**src/rtl/memory_port_arbiter_if.sv**
```systemverilog
// Bus bundle between the two requesters, the arbiter and the memory port.
// The arbiter uses the slave view; requesters and memory use the master view.
interface memory_port_arbiter_if #(
  parameter int ADDR_WIDTH = 8,
  parameter int DATA_WIDTH = 32,
  parameter int CNT_WIDTH  = 16
);
  // requester side
  logic                  req0;
  logic                  req1;
  logic                  we0;
  logic                  we1;
  logic [ADDR_WIDTH-1:0] addr0;
  logic [ADDR_WIDTH-1:0] addr1;
  logic [DATA_WIDTH-1:0] wdata0;
  logic [DATA_WIDTH-1:0] wdata1;
  logic                  lock1;
  logic                  gnt0;
  logic                  gnt1;
  logic                  rvalid0;
  logic                  rvalid1;
  logic [DATA_WIDTH-1:0] rdata;
  logic [CNT_WIDTH-1:0]  gnt_cnt0;
  logic [CNT_WIDTH-1:0]  gnt_cnt1;
  // memory side
  logic [ADDR_WIDTH-1:0] mem_addr;
  logic [DATA_WIDTH-1:0] mem_wdata;
  logic                  mem_we;
  logic [DATA_WIDTH-1:0] mem_rdata;

  modport slave (
    input  req0, req1, we0, we1, addr0, addr1, wdata0, wdata1, lock1, mem_rdata,
    output gnt0, gnt1, rvalid0, rvalid1, rdata, gnt_cnt0, gnt_cnt1,
           mem_addr, mem_wdata, mem_we
  );

  modport master (
    output req0, req1, we0, we1, addr0, addr1, wdata0, wdata1, lock1, mem_rdata,
    input  gnt0, gnt1, rvalid0, rvalid1, rdata, gnt_cnt0, gnt_cnt1,
           mem_addr, mem_wdata, mem_we
  );
endinterface

```
**src/rtl/memory_port_arbiter.sv**
```systemverilog
// Two-requester round-robin arbiter for the single memory controller port.
// Requester 0 is the CPU core, requester 1 a secondary master that may lock
// ownership for bursts. Each transaction is one ACCESS cycle, plus one RDWAIT
// cycle for reads while the synchronous memory returns data.
module memory_port_arbiter #(
  parameter int ADDR_WIDTH = 8,
  parameter int DATA_WIDTH = 32,
  parameter int CNT_WIDTH  = 16
) (
  input  logic                 clk,
  input  logic                 rst,
  memory_port_arbiter_if.slave bus
);

  localparam logic [1:0] IDLE   = 2'd0;
  localparam logic [1:0] ACCESS = 2'd1;
  localparam logic [1:0] RDWAIT = 2'd2;

  typedef struct packed {
    logic                  we;
    logic [ADDR_WIDTH-1:0] addr;
    logic [DATA_WIDTH-1:0] wdata;
  } req_t;

  req_t [1:0]                 rq;
  logic [1:0]                 req;
  logic [1:0]                 state;
  logic [1:0]                 state_nxt;
  logic                       owner;      // 1 = requester 1 owns the port
  logic                       owner_nxt;
  logic                       last;       // requester served most recently
  logic                       lock_held;
  logic [1:0][CNT_WIDTH-1:0]  cnt;
  req_t                       own;
  logic                       pick1;
  logic                       any_sel;
  logic                       in_access;
  logic                       in_rdwait;

  assign req   = {bus.req1, bus.req0};
  assign rq[0] = {bus.we0, bus.addr0, bus.wdata0};
  assign rq[1] = {bus.we1, bus.addr1, bus.wdata1};

  // Owner's request is muxed from the registered owner, never from req.
  assign own = rq[owner];

  // Requester 1 wins when alone, when 0 was served last, or while locked.
  assign pick1   = req[1] & (lock_held | ~req[0] | ~last);
  // A held lock shuts requester 0 out entirely, even if 1 is not asking.
  assign any_sel = lock_held ? req[1] : |req;

  assign in_access = (state == ACCESS);
  assign in_rdwait = (state == RDWAIT);

  // Next-state and owner selection.
  always_comb begin
    state_nxt = state;
    owner_nxt = owner;
    case (state)
      IDLE: begin
        if (any_sel) begin
          state_nxt = ACCESS;
          owner_nxt = pick1;
        end
      end
      ACCESS:  state_nxt = own.we ? IDLE : RDWAIT;
      RDWAIT:  state_nxt = IDLE;
      default: state_nxt = IDLE;
    endcase
  end

  // State and owner registers; reset aborts any transaction in flight.
  always_ff @(posedge clk or posedge rst) begin
    if (rst) begin
      state <= IDLE;
      owner <= 1'b0;
    end else begin
      state <= state_nxt;
      owner <= owner_nxt;
    end
  end

  // Round-robin history and burst lock. Reset treats requester 1 as last
  // served so requester 0 is favoured first.
  always_ff @(posedge clk or posedge rst) begin
    if (rst) begin
      last      <= 1'b1;
      lock_held <= 1'b0;
    end else begin
      if (in_access)
        last <= owner;
      if (in_access && owner && bus.lock1)
        lock_held <= 1'b1;
      else if ((state == IDLE || in_access) && !bus.lock1)
        lock_held <= 1'b0;
    end
  end

  // Saturating per-requester grant counters.
  always_ff @(posedge clk or posedge rst) begin
    if (rst) begin
      cnt <= '0;
    end else begin
      for (int i = 0; i < 2; i++) begin
        if (in_access && (owner == i[0]) && (cnt[i] != {CNT_WIDTH{1'b1}}))
          cnt[i] <= cnt[i] + 1'b1;
      end
    end
  end

  // Outputs decode registered state only; no path from req to gnt.
  assign bus.gnt0      = in_access & ~owner;
  assign bus.gnt1      = in_access &  owner;
  assign bus.rvalid0   = in_rdwait & ~owner;
  assign bus.rvalid1   = in_rdwait &  owner;
  assign bus.rdata     = in_rdwait ? bus.mem_rdata : '0;
  assign bus.mem_we    = in_access & own.we;
  assign bus.mem_addr  = in_access ? own.addr  : '0;
  assign bus.mem_wdata = in_access ? own.wdata : '0;
  assign bus.gnt_cnt0  = cnt[0];
  assign bus.gnt_cnt1  = cnt[1];

endmodule

```
**src/flat_wrapper.sv**
```systemverilog
// flat-port wrapper written by rule: the top's interface ports become plain ports
module memory_port_arbiter_flat 
#(
  parameter int ADDR_WIDTH = 8,
  parameter int DATA_WIDTH = 32,
  parameter int CNT_WIDTH  = 16
)
  (clk, rst, bus_req0, bus_req1, bus_we0, bus_we1, bus_addr0, bus_addr1, bus_wdata0, bus_wdata1, bus_lock1, bus_mem_rdata, bus_gnt0, bus_gnt1, bus_rvalid0, bus_rvalid1, bus_rdata, bus_gnt_cnt0, bus_gnt_cnt1, bus_mem_addr, bus_mem_wdata, bus_mem_we);
  memory_port_arbiter_if #(.ADDR_WIDTH(ADDR_WIDTH), .DATA_WIDTH(DATA_WIDTH), .CNT_WIDTH(CNT_WIDTH)) bus_i ();
  input  logic clk;
  input  logic rst;
  input wire logic [$bits(bus_i.req0)-1:0] bus_req0;
  input wire logic [$bits(bus_i.req1)-1:0] bus_req1;
  input wire logic [$bits(bus_i.we0)-1:0] bus_we0;
  input wire logic [$bits(bus_i.we1)-1:0] bus_we1;
  input wire logic [$bits(bus_i.addr0)-1:0] bus_addr0;
  input wire logic [$bits(bus_i.addr1)-1:0] bus_addr1;
  input wire logic [$bits(bus_i.wdata0)-1:0] bus_wdata0;
  input wire logic [$bits(bus_i.wdata1)-1:0] bus_wdata1;
  input wire logic [$bits(bus_i.lock1)-1:0] bus_lock1;
  input wire logic [$bits(bus_i.mem_rdata)-1:0] bus_mem_rdata;
  output wire logic [$bits(bus_i.gnt0)-1:0] bus_gnt0;
  output wire logic [$bits(bus_i.gnt1)-1:0] bus_gnt1;
  output wire logic [$bits(bus_i.rvalid0)-1:0] bus_rvalid0;
  output wire logic [$bits(bus_i.rvalid1)-1:0] bus_rvalid1;
  output wire logic [$bits(bus_i.rdata)-1:0] bus_rdata;
  output wire logic [$bits(bus_i.gnt_cnt0)-1:0] bus_gnt_cnt0;
  output wire logic [$bits(bus_i.gnt_cnt1)-1:0] bus_gnt_cnt1;
  output wire logic [$bits(bus_i.mem_addr)-1:0] bus_mem_addr;
  output wire logic [$bits(bus_i.mem_wdata)-1:0] bus_mem_wdata;
  output wire logic [$bits(bus_i.mem_we)-1:0] bus_mem_we;
  assign bus_i.req0 = bus_req0;
  assign bus_i.req1 = bus_req1;
  assign bus_i.we0 = bus_we0;
  assign bus_i.we1 = bus_we1;
  assign bus_i.addr0 = bus_addr0;
  assign bus_i.addr1 = bus_addr1;
  assign bus_i.wdata0 = bus_wdata0;
  assign bus_i.wdata1 = bus_wdata1;
  assign bus_i.lock1 = bus_lock1;
  assign bus_i.mem_rdata = bus_mem_rdata;
  assign bus_gnt0 = bus_i.gnt0;
  assign bus_gnt1 = bus_i.gnt1;
  assign bus_rvalid0 = bus_i.rvalid0;
  assign bus_rvalid1 = bus_i.rvalid1;
  assign bus_rdata = bus_i.rdata;
  assign bus_gnt_cnt0 = bus_i.gnt_cnt0;
  assign bus_gnt_cnt1 = bus_i.gnt_cnt1;
  assign bus_mem_addr = bus_i.mem_addr;
  assign bus_mem_wdata = bus_i.mem_wdata;
  assign bus_mem_we = bus_i.mem_we;
  memory_port_arbiter #(.ADDR_WIDTH(ADDR_WIDTH), .DATA_WIDTH(DATA_WIDTH), .CNT_WIDTH(CNT_WIDTH)) u_core (.clk(clk), .rst(rst), .bus(bus_i));
endmodule
```
**config.mk**
```make
export PLATFORM = sky130hd
export DESIGN_NAME = memory_port_arbiter_flat
export DESIGN_NICKNAME = d
export VERILOG_FILES = /design/src/rtl/memory_port_arbiter_if.sv /design/src/rtl/memory_port_arbiter.sv /design/src/flat_wrapper.sv
export SDC_FILE = /design/constraint.sdc
export NUM_CORES = 1
export LEC_CHECK = 0
export CAP_MARGIN = 20
export CORE_ASPECT_RATIO = 1.1
export CORE_UTILIZATION = 35
export DETAILED_ROUTE_END_ITERATION = 8
export GPL_TIMING_DRIVEN = 0
export PLACE_DENSITY = 0.89
export SLEW_MARGIN = 20
export SYNTH_ARGS = -nofsm -noshare
export SYNTH_HDL_FRONTEND = slang
export SYNTH_SLANG_ARGS = --single-unit
```
**constraint.sdc**
```tcl
create_clock -name clk -period 2.75 [get_ports clk]
set_clock_uncertainty 0.1 [all_clocks]
set_input_delay 0.55 -clock clk [delete_from_list [all_inputs] [get_ports clk]]
set_output_delay 0.55 -clock clk [all_outputs]
set_load 0.01 [all_outputs]
```
==> results.json <==
{
  "status": "complete, no violations",
  "required_ps": 2100,
  "placed_cells": 610,
  "multi_input_area_um2": 1700,
  "top_level_ports": 228,
  "postSynthAreaPerCell_um2": 9.05,
  "maxCapViolCount": 0,
  "seqCellArea_um2": 928,
  "cts_setup_buffers": 0,
  "grt_overflow_total": 0,
  "synth_edf_count": 0,
  "netlist_instances": 296,
  "numClockSinks": 37,
  "whs_path_depth": 2,
  "rows": 33,
  "drt_iter0_markers": 116,
  "firstDrtPassIters": 4,
  "worstSetupEndpointType": "output port",
  "numCtsBuffers": 5,
  "hold_path.class": "flop to flop",
  "num_vias": 3074,
  "hold_viol": 0,
  "fillers": 568,
  "min_from": "u_core.last",
  "async_flop_share_pct": 100,
  "place.gp.congestion": 0.856,
  "die_w_um": 85.4,
  "grt_start_max_net_pins": 38,
  "dieHeight_um": 93.8,
  "ant_nets": 0,
  "period_needed_ps": 2650,
  "dp_hpwl_um": 8420,
  "tns_ps": 0,
  "vias_per_cell": 4.97,
  "gr-usage-all-layers_pct": 24.8,
  "ys_types": 38,
  "holdBufCountCts": 0,
  "path_clk_slew_ps": 70,
  "worst_pin_slew_ps": 753,
  "antenna_found_initial": 0,
  "htreeDepth": 2,
  "power_frac_clock_pct": 11.3,
  "port_buffers": 227,
  "yosysMostFrequentCell": "nor2_1",
  "clk_path_buf_depth": 2,
  "synth_area_leaders": "dfrtp_1, mux2i_1, and2_1",
  "postLayoutCoreUtil_pct": 70.2,
  "cts_root_buffer": "clkbuf_8",
  "final_nets": 651,
  "diodes": 0,
  "power_density_nw_per_um2": 678,
  "drive_above_1_share_pct": 7.34,
  "hold_slack_ps": 360,
  "switching_power_uw": 1370,
  "initial_utilization_pct": 36.0,
  "startpoint_type": "flop",
  "worstReg2RegEnd": "u_core.bus.gnt_cnt0[13]",
  "pwr-share-seq_pct": 22.6,
  "drt-total-wl_um": 10300,
  "p_int_uw": 2170,
  "ys.flop_type": "dfrtp_1",
  "synth_top_area_cell": "dfrtp_1",
  "whs_endpoint": "u_core.last",
  "max_freq_mhz": 377,
  "seq_area_frac_synth_pct": 34.6,
  "insertion_delay_ps": 300,
  "switching_share_pct": 38.8,
  "p_leak_uw": 0.00227,
  "syn-num-nets": 417,
  "yosys-top-cells-count": "nor2_1, mux2i_1, dfrtp_1",
  "setup_viol": 0,
  "slew_viol_final": 0,
  "yosysTopAreaCellShare_pct": 33.6,
  "reg2reg_from": "u_core.bus.gnt_cnt0[1]",
  "reg2reg_slack_ps": 850,
  "grt_pass1_wl_um": 15500,
  "ctsResizeCount": 9,
  "ir_drop_mv": 0.487,
  "critPathMaxFanout": 10,
  "critPathKind": "flop to output port",
  "pwr-share-comb_pct": 66.1,
  "instances_no_fill": 618,
  "synth_area_um2": 2680,
  "area_delta_synth_final_pct": 94.8,
  "cp.arrival_ps": 2000,
  "reg2reg_depth": 5,
  "die_area_um2": 8010,
  "rsz0062_at_grt": "no",
  "relSlewSlack_pct": 49.8,
  "grt_pass1_vias": 3099,
  "tritoncts": "done",
  "yosysWarningCount": 0,
  "finalCritPeriodShare_pct": 96.5,
  "core-area_um2": 7430,
  "drc": 0,
  "synth_seq_cells": 37,
  "detail_route.wl_per_cell_um": 16.6
}
[metal layers]
layer	routed length, µm	global-route usage [%]
met1	3870	27.9
met2	5420	45.7
met3	694	6.24
met4	266	7.50
met5	0	0
[state kept, by name (all words and copies together), names as in the netlist]
| signal | cells |
|---|---|
| u_core.bus.gnt_cnt1 | 16 |
| u_core.owner | 1 |
| u_core.bus.gnt_cnt0 | 16 |
| u_core.state | 2 |
| u_core.lock_held | 1 |
| u_core.last | 1 |
[critical path, stage by stage (launching register included)]
cell and delay [ps]:
dfrtp_1 320, buf_2 180, buf_6 190, buf_6 190, mux2i_2 270, nor2_1 60, clkdlybuf4s50_1 480
[logic make-up after synthesis]
logic type	Yosys count	synth area share, %
XOR/XNOR	29	9.48
adder cells (fa/ha/maj)	2	0.934
AND/OR/NAND/NOR	155	31.9
flip-flops	37	34.6
multiplexers	44	16.7
AO/OA/AOI/OAI	12	3.74
buffers and inverters	17	2.66
[through the flow]
| stage | power [µW] | instance area [µm²] | setup WS (ps) |
|---|---|---|---|
| final | 3540 | 5220 | 96.4 |
| after global routing | 3760 | 5220 | 7.48 |
| after CTS | 3520 | 5180 | -1.95 |
| after detailed placement | 3060 | 5060 | 118 |
| after global placement | 3020 | 5060 | 134 |
| after floorplan | 1890 | 2680 | 852 |
[worst max path at each step]
stage	startpoint	end	slack, ps	cells past startpoint
global placement	u_core.owner	bus_mem_wdata[21]	130	6
detailed placement	u_core.owner	bus_mem_wdata[21]	120	6
finish	u_core.owner	bus_mem_wdata[21]	100	6
CTS	u_core.owner	bus_mem_wdata[19]	-2	6
global route	u_core.owner	bus_mem_wdata[19]	7	6
floorplan	u_core.owner	bus_mem_addr[0]	850	5
[power groups by stage]
stage	clock, µW	combinational (µW)	sequential (µW)
after floorplan	0	1090	803
after global placement	0	2220	794
after detailed placement	0	2260	802
after CTS	406	2320	798
after global routing	426	2520	819
final	401	2340	801
[layout make-up]
| type | count | share of cell area [%] |
|---|---|---|
| Inverter | 3 | 0.216 |
| Tap cell | 87 | 2.09 |
| Timing Repair Buffer | 227 | 43.7 |
| Multi-Input combinational cell | 242 | 32.6 |
| Clock buffer | 6 | 1.58 |
| Sequential cell | 37 | 17.8 |
| Clock inverter | 2 | 0.264 |
| Buffer | 14 | 1.82 |
[placed cells by master, fill, tap and decap left out, drive strengths merged]
cell             n
a21oi            3
a31oi            1
and2            34
and3             2
and3b            1
and4             6
buf              8
clkbuf          12
clkdlybuf4s50  224
clkinv           2
dfrtp           36
dfstp            1
dlymetal6s2s     3
ha               2
inv              3
mux2             3
mux2i           41
nand2           18
nand2b           2
nand3           10
nand4           12
nand4b           4
nor2            53
nor2b            4
nor3             6
nor3b            2
nor4             1
o2111ai          3
o211ai           1
o21a             1
o21ai            2
o41ai            1
xnor2           19
xor2            10
Note: power is estimated with default switching activity, not from simulation.
